**config.mk**
```make
export PLATFORM = sky130hd
export DESIGN_NAME = fetch_stage
export DESIGN_NICKNAME = d
export VERILOG_FILES = /design/src/rtl/fetch_stage.sv
export SDC_FILE = /design/constraint.sdc
export NUM_CORES = 1
export LEC_CHECK = 0
export BUFFER_PORTS_ARGS = -buffer_cell sky130_fd_sc_hd__buf_4
export CORE_MARGIN = 2
export CORE_UTILIZATION = 45
export CTS_CLUSTER_DIAMETER = 100
export DETAILED_ROUTE_END_ITERATION = 8
export PLACE_DENSITY = 0.7
export SETUP_SLACK_MARGIN = 0.05
export SYNTH_ARGS = -nofsm -noshare
export SYNTH_HDL_FRONTEND = slang
export SYNTH_SLANG_ARGS = --single-unit
export TNS_END_PERCENT = 5
```
**constraint.sdc**
```tcl
create_clock -name clk -period 15.84 [get_ports clk]
set_clock_uncertainty 0.05 [all_clocks]
set_input_delay 1.584 -clock clk [delete_from_list [all_inputs] [get_ports clk]]
set_output_delay 1.584 -clock clk [all_outputs]
set_load 0.005 [all_outputs]
```
**src/rtl/fetch_stage.sv**
```systemverilog
// RV32I instruction-fetch stage with IF/ID pipeline register.
// Holds one response across stalls and drains an open request after a redirect.
module fetch_stage #(
    parameter int unsigned    XLEN      = 32,
    parameter logic [XLEN-1:0] RESET_PC = '0,
    parameter logic [31:0]    NOP_INSTR = 32'h0000_0013
) (
    input  logic            clk,
    input  logic            reset,
    input  logic            stallf,
    input  logic            stalld,
    input  logic            flushd,
    input  logic            pcsrce,
    input  logic [XLEN-1:0] pctargete,
    output logic            imem_req,
    output logic [XLEN-1:0] imem_addr,
    input  logic [31:0]     imem_rdata,
    input  logic            imem_ready,
    output logic [XLEN-1:0] pcf,
    output logic [31:0]     instrd,
    output logic [XLEN-1:0] pcd,
    output logic [XLEN-1:0] pcplus4d,
    output logic            validd
);

    localparam int unsigned ILEN = 32;

    typedef enum logic [1:0] {
        S_FETCH = 2'd0,
        S_HOLD  = 2'd1,
        S_DRAIN = 2'd2
    } state_t;

    state_t          state_q, state_d;
    logic [XLEN-1:0] pcf_q, pcf_d;
    logic [XLEN-1:0] redir_q, redir_d;
    logic [ILEN-1:0] buf_q, buf_d;
    logic [ILEN-1:0] instrd_q, instrd_d;
    logic [XLEN-1:0] pcd_q, pcd_d;
    logic [XLEN-1:0] pcplus4d_q, pcplus4d_d;
    logic            validd_q, validd_d;

    logic            avail;
    logic [ILEN-1:0] instr_src;
    logic [XLEN-1:0] pcf_plus4;

    assign avail     = ((state_q == S_FETCH) && imem_ready) || (state_q == S_HOLD);
    assign instr_src = (state_q == S_HOLD) ? buf_q : imem_rdata;
    assign pcf_plus4 = pcf_q + XLEN'(4);

    // IF/ID register update: flush beats stall beats load
    always_comb begin
        instrd_d   = instrd_q;
        pcd_d      = pcd_q;
        pcplus4d_d = pcplus4d_q;
        validd_d   = validd_q;
        if (flushd) begin
            instrd_d   = NOP_INSTR;
            pcd_d      = '0;
            pcplus4d_d = '0;
            validd_d   = 1'b0;
        end else if (!stalld) begin
            if (avail && !pcsrce) begin
                instrd_d   = instr_src;
                pcd_d      = pcf_q;
                pcplus4d_d = pcf_plus4;
                validd_d   = 1'b1;
            end else begin
                instrd_d   = NOP_INSTR;
                pcd_d      = '0;
                pcplus4d_d = '0;
                validd_d   = 1'b0;
            end
        end
    end

    // PC and fetch-state sequencing; a redirect always outranks stallf
    always_comb begin
        state_d = state_q;
        pcf_d   = pcf_q;
        redir_d = redir_q;
        buf_d   = buf_q;
        if (pcsrce) begin
            case (state_q)
                S_FETCH: begin
                    if (imem_ready) begin
                        pcf_d = pctargete;
                    end else begin
                        redir_d = pctargete;
                        state_d = S_DRAIN;
                    end
                end
                S_HOLD: begin
                    pcf_d   = pctargete;
                    state_d = S_FETCH;
                end
                default: redir_d = pctargete;
            endcase
        end else begin
            case (state_q)
                S_FETCH: begin
                    if (imem_ready) begin
                        if (stallf) begin
                            buf_d   = imem_rdata;
                            state_d = S_HOLD;
                        end else begin
                            pcf_d = pcf_plus4;
                        end
                    end
                end
                S_HOLD: begin
                    if (!stallf) begin
                        pcf_d   = pcf_plus4;
                        state_d = S_FETCH;
                    end
                end
                default: begin
                    if (imem_ready) begin
                        pcf_d   = redir_q;
                        state_d = S_FETCH;
                    end
                end
            endcase
        end
    end

    always_ff @(posedge clk or posedge reset) begin
        if (reset) begin
            state_q    <= S_FETCH;
            pcf_q      <= RESET_PC;
            redir_q    <= '0;
            buf_q      <= '0;
            instrd_q   <= NOP_INSTR;
            pcd_q      <= '0;
            pcplus4d_q <= '0;
            validd_q   <= 1'b0;
        end else begin
            state_q    <= state_d;
            pcf_q      <= pcf_d;
            redir_q    <= redir_d;
            buf_q      <= buf_d;
            instrd_q   <= instrd_d;
            pcd_q      <= pcd_d;
            pcplus4d_q <= pcplus4d_d;
            validd_q   <= validd_d;
        end
    end

    assign imem_req  = (state_q != S_HOLD);
    assign imem_addr = pcf_q;
    assign pcf       = pcf_q;
    assign instrd    = instrd_q;
    assign pcd       = pcd_q;
    assign pcplus4d  = pcplus4d_q;
    assign validd    = validd_q;

endmodule

```
; After elaboration in Yosys (flattened, before gate mapping)
; Index checks and enable logic that the tools add are counted.
[classes]
addsub = 1
n_eq_ne = 10
n_reduce_logical = 10
bitwise_logic = 2
muxes = 30
[op_table]
columns = cell, n
row1 = $mux 32, 16
row2 = $pmux 32 s2, 3
row3 = $add 32x3->32 const B, 1
row4 = $mux 2, 6
row5 = $ne 3x3->1 const B, 4
row6 = $pmux 2 s2, 2
row7 = $reduce_and 3->1, 2
row8 = $reduce_and 6->1, 1
row9 = $ne 2x1->1 const B, 2
row10 = $ne 2x2->1 const B, 2
row11 = $reduce_and 4->1, 1
row12 = $mux 1, 3
row13 = $ne 3x1->1 const B, 1
row14 = $reduce_bool 3->1, 1
row15 = $eq 2x1->1 const B, 1
row16 = $logic_and 1x1->1, 2
row17 = $logic_not 2->1, 1
row18 = $not 1->1, 2
row19 = $logic_not 1->1, 1
row20 = $logic_or 1x1->1, 1
[word_totals]
inputBits = 71
output_inout_bits = 162
word_cells = 61
reg_bits = 195

; Depth between registers and ports, before layout
; Gate-level depths: netlist of run 1.
[depth]
ltp_word = 7
ltp_mapped = 8
ltp_nobuf = 6

; Worst setup path before layout of run 1
; No wires, ideal clock.
[synth_path]
path_kind = input port to flip-flop
startpoint = input port pcsrce
endpoint = register pcplus4d_q[17] (netlist: pcplus4d[17])
path_stages = 7
setup_slack_ns = 12.711
setup_ns = 0.069
arrival_time_ns = 3.011
required_ns = 15.721
n_path_buf = 2
cell_sequence = clkbuf_1 -> inv_1 -> nand2_1 -> or4_1 -> clkbuf_1 -> or3_1 -> nand3_1
[synth_between]
elab_chain_cells = 5
[synth_lines]
columns = item, line
row1 = "start, declared", 13  ; input logic pcsrce,
row2 = $logic_not 1->1, 63  ; if (avail && !pcsrce) begin
row3 = $logic_and 1x1->1, 63
row4 = $mux 32, 63
row5 = $mux 32, 62  ; end else if (!stalld) begin
row6 = $mux 32, 57  ; if (flushd) begin
row7 = "end signal, assigned", 144  ; pcplus4d_q <= pcplus4d_d;
row8 = "end, declared", 40  ; logic [XLEN-1:0] pcplus4d_q, pcplus4d_d;
; No other way between the ends. The select of a mux whose other input is x is not followed.
; A chain may end at the register's enable or synchronous reset.

; Worst setup path after layout of run 1
[layout_path]
startpoint = register state_q[1]
endpoint = output port imem_req
[layout_between]
elab_chain_cells = 1
[layout_lines]
columns = item, line
row1 = "start, declared", 34  ; state_t state_q, state_d;
row2 = "start signal, assigned", 138  ; state_q <= state_d;
row3 = $ne 2x1->1, 149  ; assign imem_req = (state_q != S_HOLD);
row4 = "end, declared", 15  ; output logic imem_req,
; No other way between the ends.

==> summary.md, run 1 <==
| Metric | Value |
|---|---|
| Register-to-Register Path Depth | `6` |
| Sum of negative setup slack | `0 ps` |
| Crit path arrival time | `around 2400 ps` |
| F_max | `between 200 and 250 MHz` |
| Netlist cell types | `53` |
| Area delta synth->final | `26.69%` |
| Cells after Synth | `around 820` |
| Clock Tree Root | `clkbuf_16` |
| Register area share after synthesis | `0.5430` |
| Seq pwr share | `0.455` |
| Worst r2r src | `state_q[1]` |
| Vias | `6920` |
| Initial core utilization | `0.4573` |
| RSZ-0062 raised after global routing | `false` |
| PostCTS Resize Cnt | `0` |
| R2r setup slk | `~13000 ps` |
| Sw Pwr | `about 0.00042 W` |
| Post-CTS Setup Bufs | `0` |
| DP HPWL | `around 16000 um` |
| Post-Place Cell Area | `between 10000 and 15000 um2` |
| Hold buffers post-CTS | `0` |
| Critical path cell sequence | `nor2_4 -> buf_4 -> inv_1 -> buf_4` |
| Global Route Usage Sum | `0.2220` |
| Remaining DRCs | `0` |
| Routed Antenna Nets | `0` |
| Largest delay share family, worst path | `buffers and inverters` |
| Slew Limit Headroom | `0.1555` |
| GRT Residual Overflow | `0` |
| Setup violators final | `0` |
| Slew Limit Fails | `0` |
| Class of the worst hold path | `reg -> reg` |
| Final Wtd Congestion | `approximately 0.8` |
| Sw frac | `0.2909` |
| Tcrit/Tclk final | `0.2530` |
| Hold violation total from the final report | `0` |
| Reg-to-Reg End | `instrd[11]` |
| Post-Synthesis Cell Area | `8901 um2` |
| CP Launch Type | `flip-flop` |
| Avg Cell Area, Syn | `between 10 and 15 um2` |
| LEAKAGE | `~5.2 nW` |
| Area leader, netlist | `dfrtp_1` |
| # rows | `between 50 and 60` |
| Outcome | `complete, no violations` |
| Drt wl/cell | `around 18 um` |
| First-pass GRT wire length | `roughly 36000 um` |
| Comb power frac | `0.211` |
| Core area | `19460 um2` |
| DRT Pass-1 Iters | `7` |
| HP Start | `pcplus4d[20]` |
| Power share of the clock group | `0.334` |
| Critical Path RT | `14210 ps` |
| Slowest Stage Delay on Critical Path | `just under 800 ps` |
| Mapped Nets | `between 800 and 900` |
| VDD IR max | `0.07240 mV` |
| Prevailing post-synth register cell | `dfrtp_1` |
| Asr flop ratio synth | `1.000` |
| Layout cell share with drive strength beyond 1 | `0.3562` |
| Die width | `about 140 um` |
| Iteration-0 DRC Markers | `roughly 440` |
| Critical path buffer and inverter count | `3` |
| I/O Buffers | `232` |
| CP most frequent cell | `buf_4` |
| DR vias/cell | `5.449` |
| EDFF count, synth | `0` |
| Synth top area share | `0.5342` |
| Die ar. | `20920 um2` |
| Final Critical Period | `around 4000 ps` |
| Initial antenna violation count | `0` |
| Ports | `233` |
| ANT cells | `0` |
| Pint | `about 0.0010 W` |
| Worst slew pin tran | `around 1300 ps` |
| Chip height | `approximately 140 um` |
| Commonest non-fill, non-tap cell in the layout | `buf_4` |
| Critical path peak fanout | `32` |
| Main area contributors after synthesis | `dfrtp_1 53%, mux2_2 8.1%, o21ai_0 5.5%` |
| Clock Latency Late Sink | `approximately 430 ps` |
| Commonest cells after routing, fill and taps aside | `239 x buf_4, 190 x dfrtp_1, 98 x o21ai_0, 97 x nand2_1, 64 x mux2_2` |
| Clock buffer depth | `2` |
| Max cap viols | `0` |
| Vias in the first global route | `6588` |
| Post-layout util | `0.5794` |
| Layout fillers | `approximately 1700` |
| Power Density | `between 100 and 150 nW/um2` |
| Final Net Count | `1064` |
| H-tree levels | `4` |
| CTS tree | `yes` |
| Clock sink count | `roughly 190` |
| Clock transition at path regs | `70 ps` |
| Cts bufs inserted | `17` |
| Synth warn | `0` |
| Critical path's slowest cell | `dfrtp_1` |
| Largest net degree at the start of global routing | `about 110` |
| Design area | `11280 um2` |
| Worst Hold Path EP | `pcplus4d[20]` |
| Element type at the critical path end | `primary output` |
| Flops & latches, synth | `around 190` |
| Hold Crit Depth | `2` |
| WL final | `roughly 23000 um` |
| Critical path class | `reg -> out` |
==> registers in the layout (all words and copies together) (netlist names) <==
signal / flops
validd: 1
pcplus4d: 30
pcd: 32
state_q: 2
instrd: 32
imem_addr: 32
buf_q: 32
redir_q: 32
==> final cells by class <==
cell class	instances	area, um2	share of cell area
clock inverter	11	200.2	0.01775
sequential	193	4833	0.4286
timing repair buffer	239	1794	0.1591
tap	265	331.6	0.02940
clock buffer	21	470.5	0.04172
inverter	18	75.07	0.006657
multi-input combinational	523	3572	0.3168
==> synth_stat cells, types with 2 or more instances <==
cell type  instances
or4_1              3
o21ai_1            3
dfstp_2            3
a22o_1            22
a22oi_1           16
buf_1              3
clkbuf_1          45
nand4_2            3
nand4_1            6
a21oi_1           23
o31a_1            11
and3_1            11
nand2b_1           2
nor4_4             2
dfrtp_1          190
o22ai_1           11
a221oi_1           3
nor4_1             2
mux2_2            64
a31oi_1            3
nand2_1           97
nor2b_1            2
buf_2              7
nor2_1            32
o21ai_0           98
nand3_1           16
buf_4             34
mux2i_1           30
nor3_2             2
a222oi_1           4
inv_1             18
nor3_1             4
a211oi_1           4
xnor2_1           23
xor2_1             4
o2bb2ai_1          5
==> kinds of logic after synthesis <==
logic type	synth area share
muxes	0.1147
buffers and inverters	0.06044
xor gates and xnor gates	0.02657
AOI/OAI and AO/OA	0.1498
DFF	0.5430
adders and majority gates	0.001405
and+or+nand+nor	0.1040
==> power groups by stage <==
stage | clock (W) | sequential (W) | combinational (W)
6_report | 0.000486 | 0.000662 | 0.000308
5_1_grt | 0.000514 | 0.000675 | 0.000337
4_1_cts | 0.000492 | 0.000662 | 0.000311
3_5_place_dp | 0 | 0.000671 | 0.000310
3_3_place_gp | 0 | 0.000667 | 0.000303
2_1_floorplan | 0 | 0.000634 | 0.000212
==> worst max-delay path by stage <==
stage / start / end / cells after the start
floorplan: reset / buf_q[0] / 1
global placement: pcsrce / imem_addr[26] / 5
detailed placement: pcsrce / instrd[11] / 7
CTS: state_q[1] / imem_req / 4
global route: state_q[1] / imem_req / 4
finish: state_q[1] / imem_req / 4
==> worst register-to-register path, cell delays in order, from the launching register on <==
cell and delay (ps):
dfrtp_1 1040, inv_1 370, nand2_1 140, buf_4 380, or4_2 460, buf_4 500, o21ai_0 230
==> through the flow <==
| stage | instances | hold WS [ps] | power (W) | setup slack (ps) |
|---|---|---|---|---|
| final | 1270 | 429.0 | 0.001456 | 11830 |
| after global routing | 1270 | 456.8 | 0.001526 | 11720 |
| after CTS | 1270 | 436.8 | 0.001465 | 11820 |
| after detailed placement | 1238 | 421.2 | 0.0009803 | 11640 |
| after global placement | 1238 | 415.1 | 0.0009695 | 11690 |
| after floorplan | 823 | 421.1 | 0.0008453 | 8955 |
==> routing by layer <==
layer / part of all wire / track usage / vias to the layer above
met1: 0.44 / 0.3060 / 3433
li1: - / - / 3232
met2: 0.49 / 0.3552 / 220
met5: 0 / 0 / -
met3: 0.054 / 0.03642 / 35
met4: 0.024 / 0.08125 / 0
Note: power is estimated with default switching activity, not from simulation.
==> run 2, diff against run 1 <==
clock period = 4.08 ns   (was 15.84 ns; I/O delays follow)
==> run 2 against run 1 <==
Compared with the run above:
- die area unchanged
- cell count grew 0.39%
- hold slack worse by 280 ps
- largest cell class unchanged
- highest routed layer unchanged
- critical path depth grew 2
- core utilization about the same
- routed wire length is 0.24% higher
- register-to-register slack worse by 11000 ps
- flip-flop and latch count is the same
==> summary.md, run 2 (synthesized netlist as in run 1, its figures left out) <==
| Metric | Value |
|---|---|
| Routed Antenna Nets | `0 (unchanged)` |
| Critical path peak fanout | `9 (-72%)` |
| Register-to-Register Path Depth | `6 (unchanged)` |
| Layout Cells excl Fill | `1275 (+0.39%)` |
| Chip height | `144.6 um (unchanged)` |
| Slew Limit Headroom | `0.2469 (+0.09143)` |
| Critical path cell sequence | `ha_1 -> nand3_1 -> nor2_1 -> nand4_1 -> o31a_1 -> o22ai_1` |
| Layout cell share with drive strength beyond 1 | `0.3594 (+0.003187)` |
| Clock transition at path regs | `70 ps (about the same)` |
| Global Route Usage Sum | `0.2255 (+0.003512)` |
| I/O Buffers | `232 (unchanged)` |
| Outcome | `complete, no violations` |
| Post-placement cell count | `1243 (+0.40%)` |
| Drt wl/cell | `18.34 um (-0.15%)` |
| Iteration-0 DRC Markers | `516 (+16%)` |
| Element type at the critical path end | `flip-flop` |
| Setup violators final | `0 (unchanged)` |
| Final Critical Period | `around 2700 ps` |
| ANT cells | `0 (unchanged)` |
| Max cap viols | `0 (unchanged)` |
| Sum of negative setup slack | `0 ps (unchanged)` |
| Critical path depth | `6 (+2)` |
| LEAKAGE | `5.190 nW (about the same)` |
| Worst r2r src | `imem_addr[2]` |
| Layout fillers | `1685 (-0.059%)` |
| Initial core utilization | `0.4573 (unchanged)` |
| Clock sink count | `193 (unchanged)` |
| VDD IR max | `0.3305 mV (+360%)` |
| Reg-to-Reg End | `imem_addr[24]` |
| Worst Hold Path EP | `instrd[0]` |
| Class of the worst hold path | `in -> reg` |
| HP Start | `imem_rdata[0]` |
| Commonest cells after routing, fill and taps aside | `242 x buf_4, 190 x dfrtp_1, 98 x o21ai_0, 97 x nand2_1, 64 x mux2_2` |
| First-pass GRT wire length | `36140 um (+0.63%)` |
| Die width | `144.6 um (unchanged)` |
| DP HPWL | `15570 um (+0.26%)` |
| Cts bufs inserted | `17 (unchanged)` |
| Critical Path RT | `4380 ps (-9830 ps)` |
| F_max | `between 300 and 400 MHz` |
| DR vias/cell | `5.492 (+0.79%)` |
| Critical path buffer and inverter count | `0 (-3)` |
| H-tree levels | `4 (unchanged)` |
| Critical path class | `reg -> reg` |
| Final Wtd Congestion | `0.8149 (-0.52%)` |
| Core area | `19460 um2 (unchanged)` |
| Hold violation total from the final report | `0 (unchanged)` |
| PostCTS Resize Cnt | `0 (unchanged)` |
| R2r setup slk | `1370 ps (-11160 ps)` |
| Clock Latency Late Sink | `440 ps (about the same)` |
| Critical path's slowest cell | `nor2_1` |
| Design Power | `0.005512 W (+280%)` |
| DRT Pass-1 Iters | `5 (-2)` |
| Remaining DRCs | `0 (unchanged)` |
| # rows | `51 (unchanged)` |
| Vias | `7002 (+1.2%)` |
| Slowest Stage Delay on Critical Path | `630 ps (-140 ps)` |
| Ports | `233 (unchanged)` |
| Vias in the first global route | `6490 (-1.5%)` |
| Area delta synth->final | `26.72% (about the same)` |
| Worst slew pin tran | `1121 ps (-145.6 ps)` |
| Slew Limit Fails | `0 (unchanged)` |
| CTS tree | `yes` |
| Crit path arrival time | `3010 ps (+640 ps)` |
| GRT Residual Overflow | `0 (unchanged)` |
| Power Density | `488.6 nW/um2 (+280%)` |
| Commonest non-fill, non-tap cell in the layout | `buf_4` |
| Hold buffers post-CTS | `0 (unchanged)` |
| Largest delay share family, worst path | `simple AND/OR/NAND/NOR gates` |
| Post-CTS Setup Bufs | `0 (unchanged)` |
| Hold Crit Depth | `3 (+1)` |
| Die ar. | `20920 um2 (unchanged)` |
| Final Net Count | `1069 (+0.47%)` |
| Tcrit/Tclk final | `0.6632` |
| Clock Tree Root | `clkbuf_16` |
| Clock buffer depth | `2 (unchanged)` |
| CP Launch Type | `flip-flop` |
| WL final | `23390 um (+0.24%)` |
| RSZ-0062 raised after global routing | `false` |
| Initial antenna violation count | `0 (unchanged)` |
| Largest net degree at the start of global routing | `194 (+73%)` |
-- run 2: cell types whose count changed in the layout (fill, tap and decap cells not counted), moves of 2 or more --
cell        delta
clkinvlp_4     +2
clkinv_2       +2
bufinv_16      -2
buf_12         +2
buf_4          +3
-- run 2: through the flow --
step | instance area [um2] | hold WS [ps] | utilization | worst slack (ps)
3_3_place_gp | 10670 | 412.7 | 0.5480 | 1294
4_1_cts | 11280 | 144.4 | 0.5796 | 1381
2_1_floorplan | 8905 | 421.1 | - | 1134
5_1_grt | 11280 | 144.3 | 0.5796 | 1185
3_5_place_dp | 10670 | 415.8 | 0.5480 | 1193
6_report | 11280 | 152.7 | 0.5796 | 1374
-- run 2: area by class of cell --
cell class,instances,area (um2),share of cell area
inverters,18,71.32,0.006323
repair buffers,244,1857,0.1646
multi-input cells,523,3572,0.3167
clock buffers,20,456.7,0.04049
clock inverters,12,157.7,0.01398
well taps,265,331.6,0.02940
flip-flops and latches,193,4833,0.4285
-- run 2: where the power goes --
part / total [W] / switching (W) / internal [W]
clock network: 0.00175 / 0.000749 / 0.00100
registers: 0.00255 / 0.000353 / 0.00220
logic: 0.00121 / 0.000537 / 0.000672
-- run 2: how the worst max path moves through the flow --
stage / startpoint / end / slack [ps]
5_1_grt: imem_addr[2] / imem_addr[24] / 1190
3_3_place_gp: pcsrce / instrd[13] / 1290
2_1_floorplan: reset / buf_q[0] / 1130
6_report: imem_addr[2] / imem_addr[24] / 1370
3_5_place_dp: pcsrce / instrd[3] / 1190
4_1_cts: imem_addr[2] / imem_addr[16] / 1380
-- run 2: layer usage --
layer  vias to the layer above  share of wire  GRT usage
li1                       3251              -          -
met1                      3487           0.45     0.3228
met2                       238           0.47     0.3500
met3                        26          0.063    0.04868
met4                         0          0.017    0.05927
met5                         -              0          0
-- run 2: worst reg2reg max path, stage by stage, from the launching register on --
cell	delay, ps
dfrtp_1	550
ha_1	260
nand3_1	370
nor2_1	640
nand4_1	310
o31a_1	310
o22ai_1	150
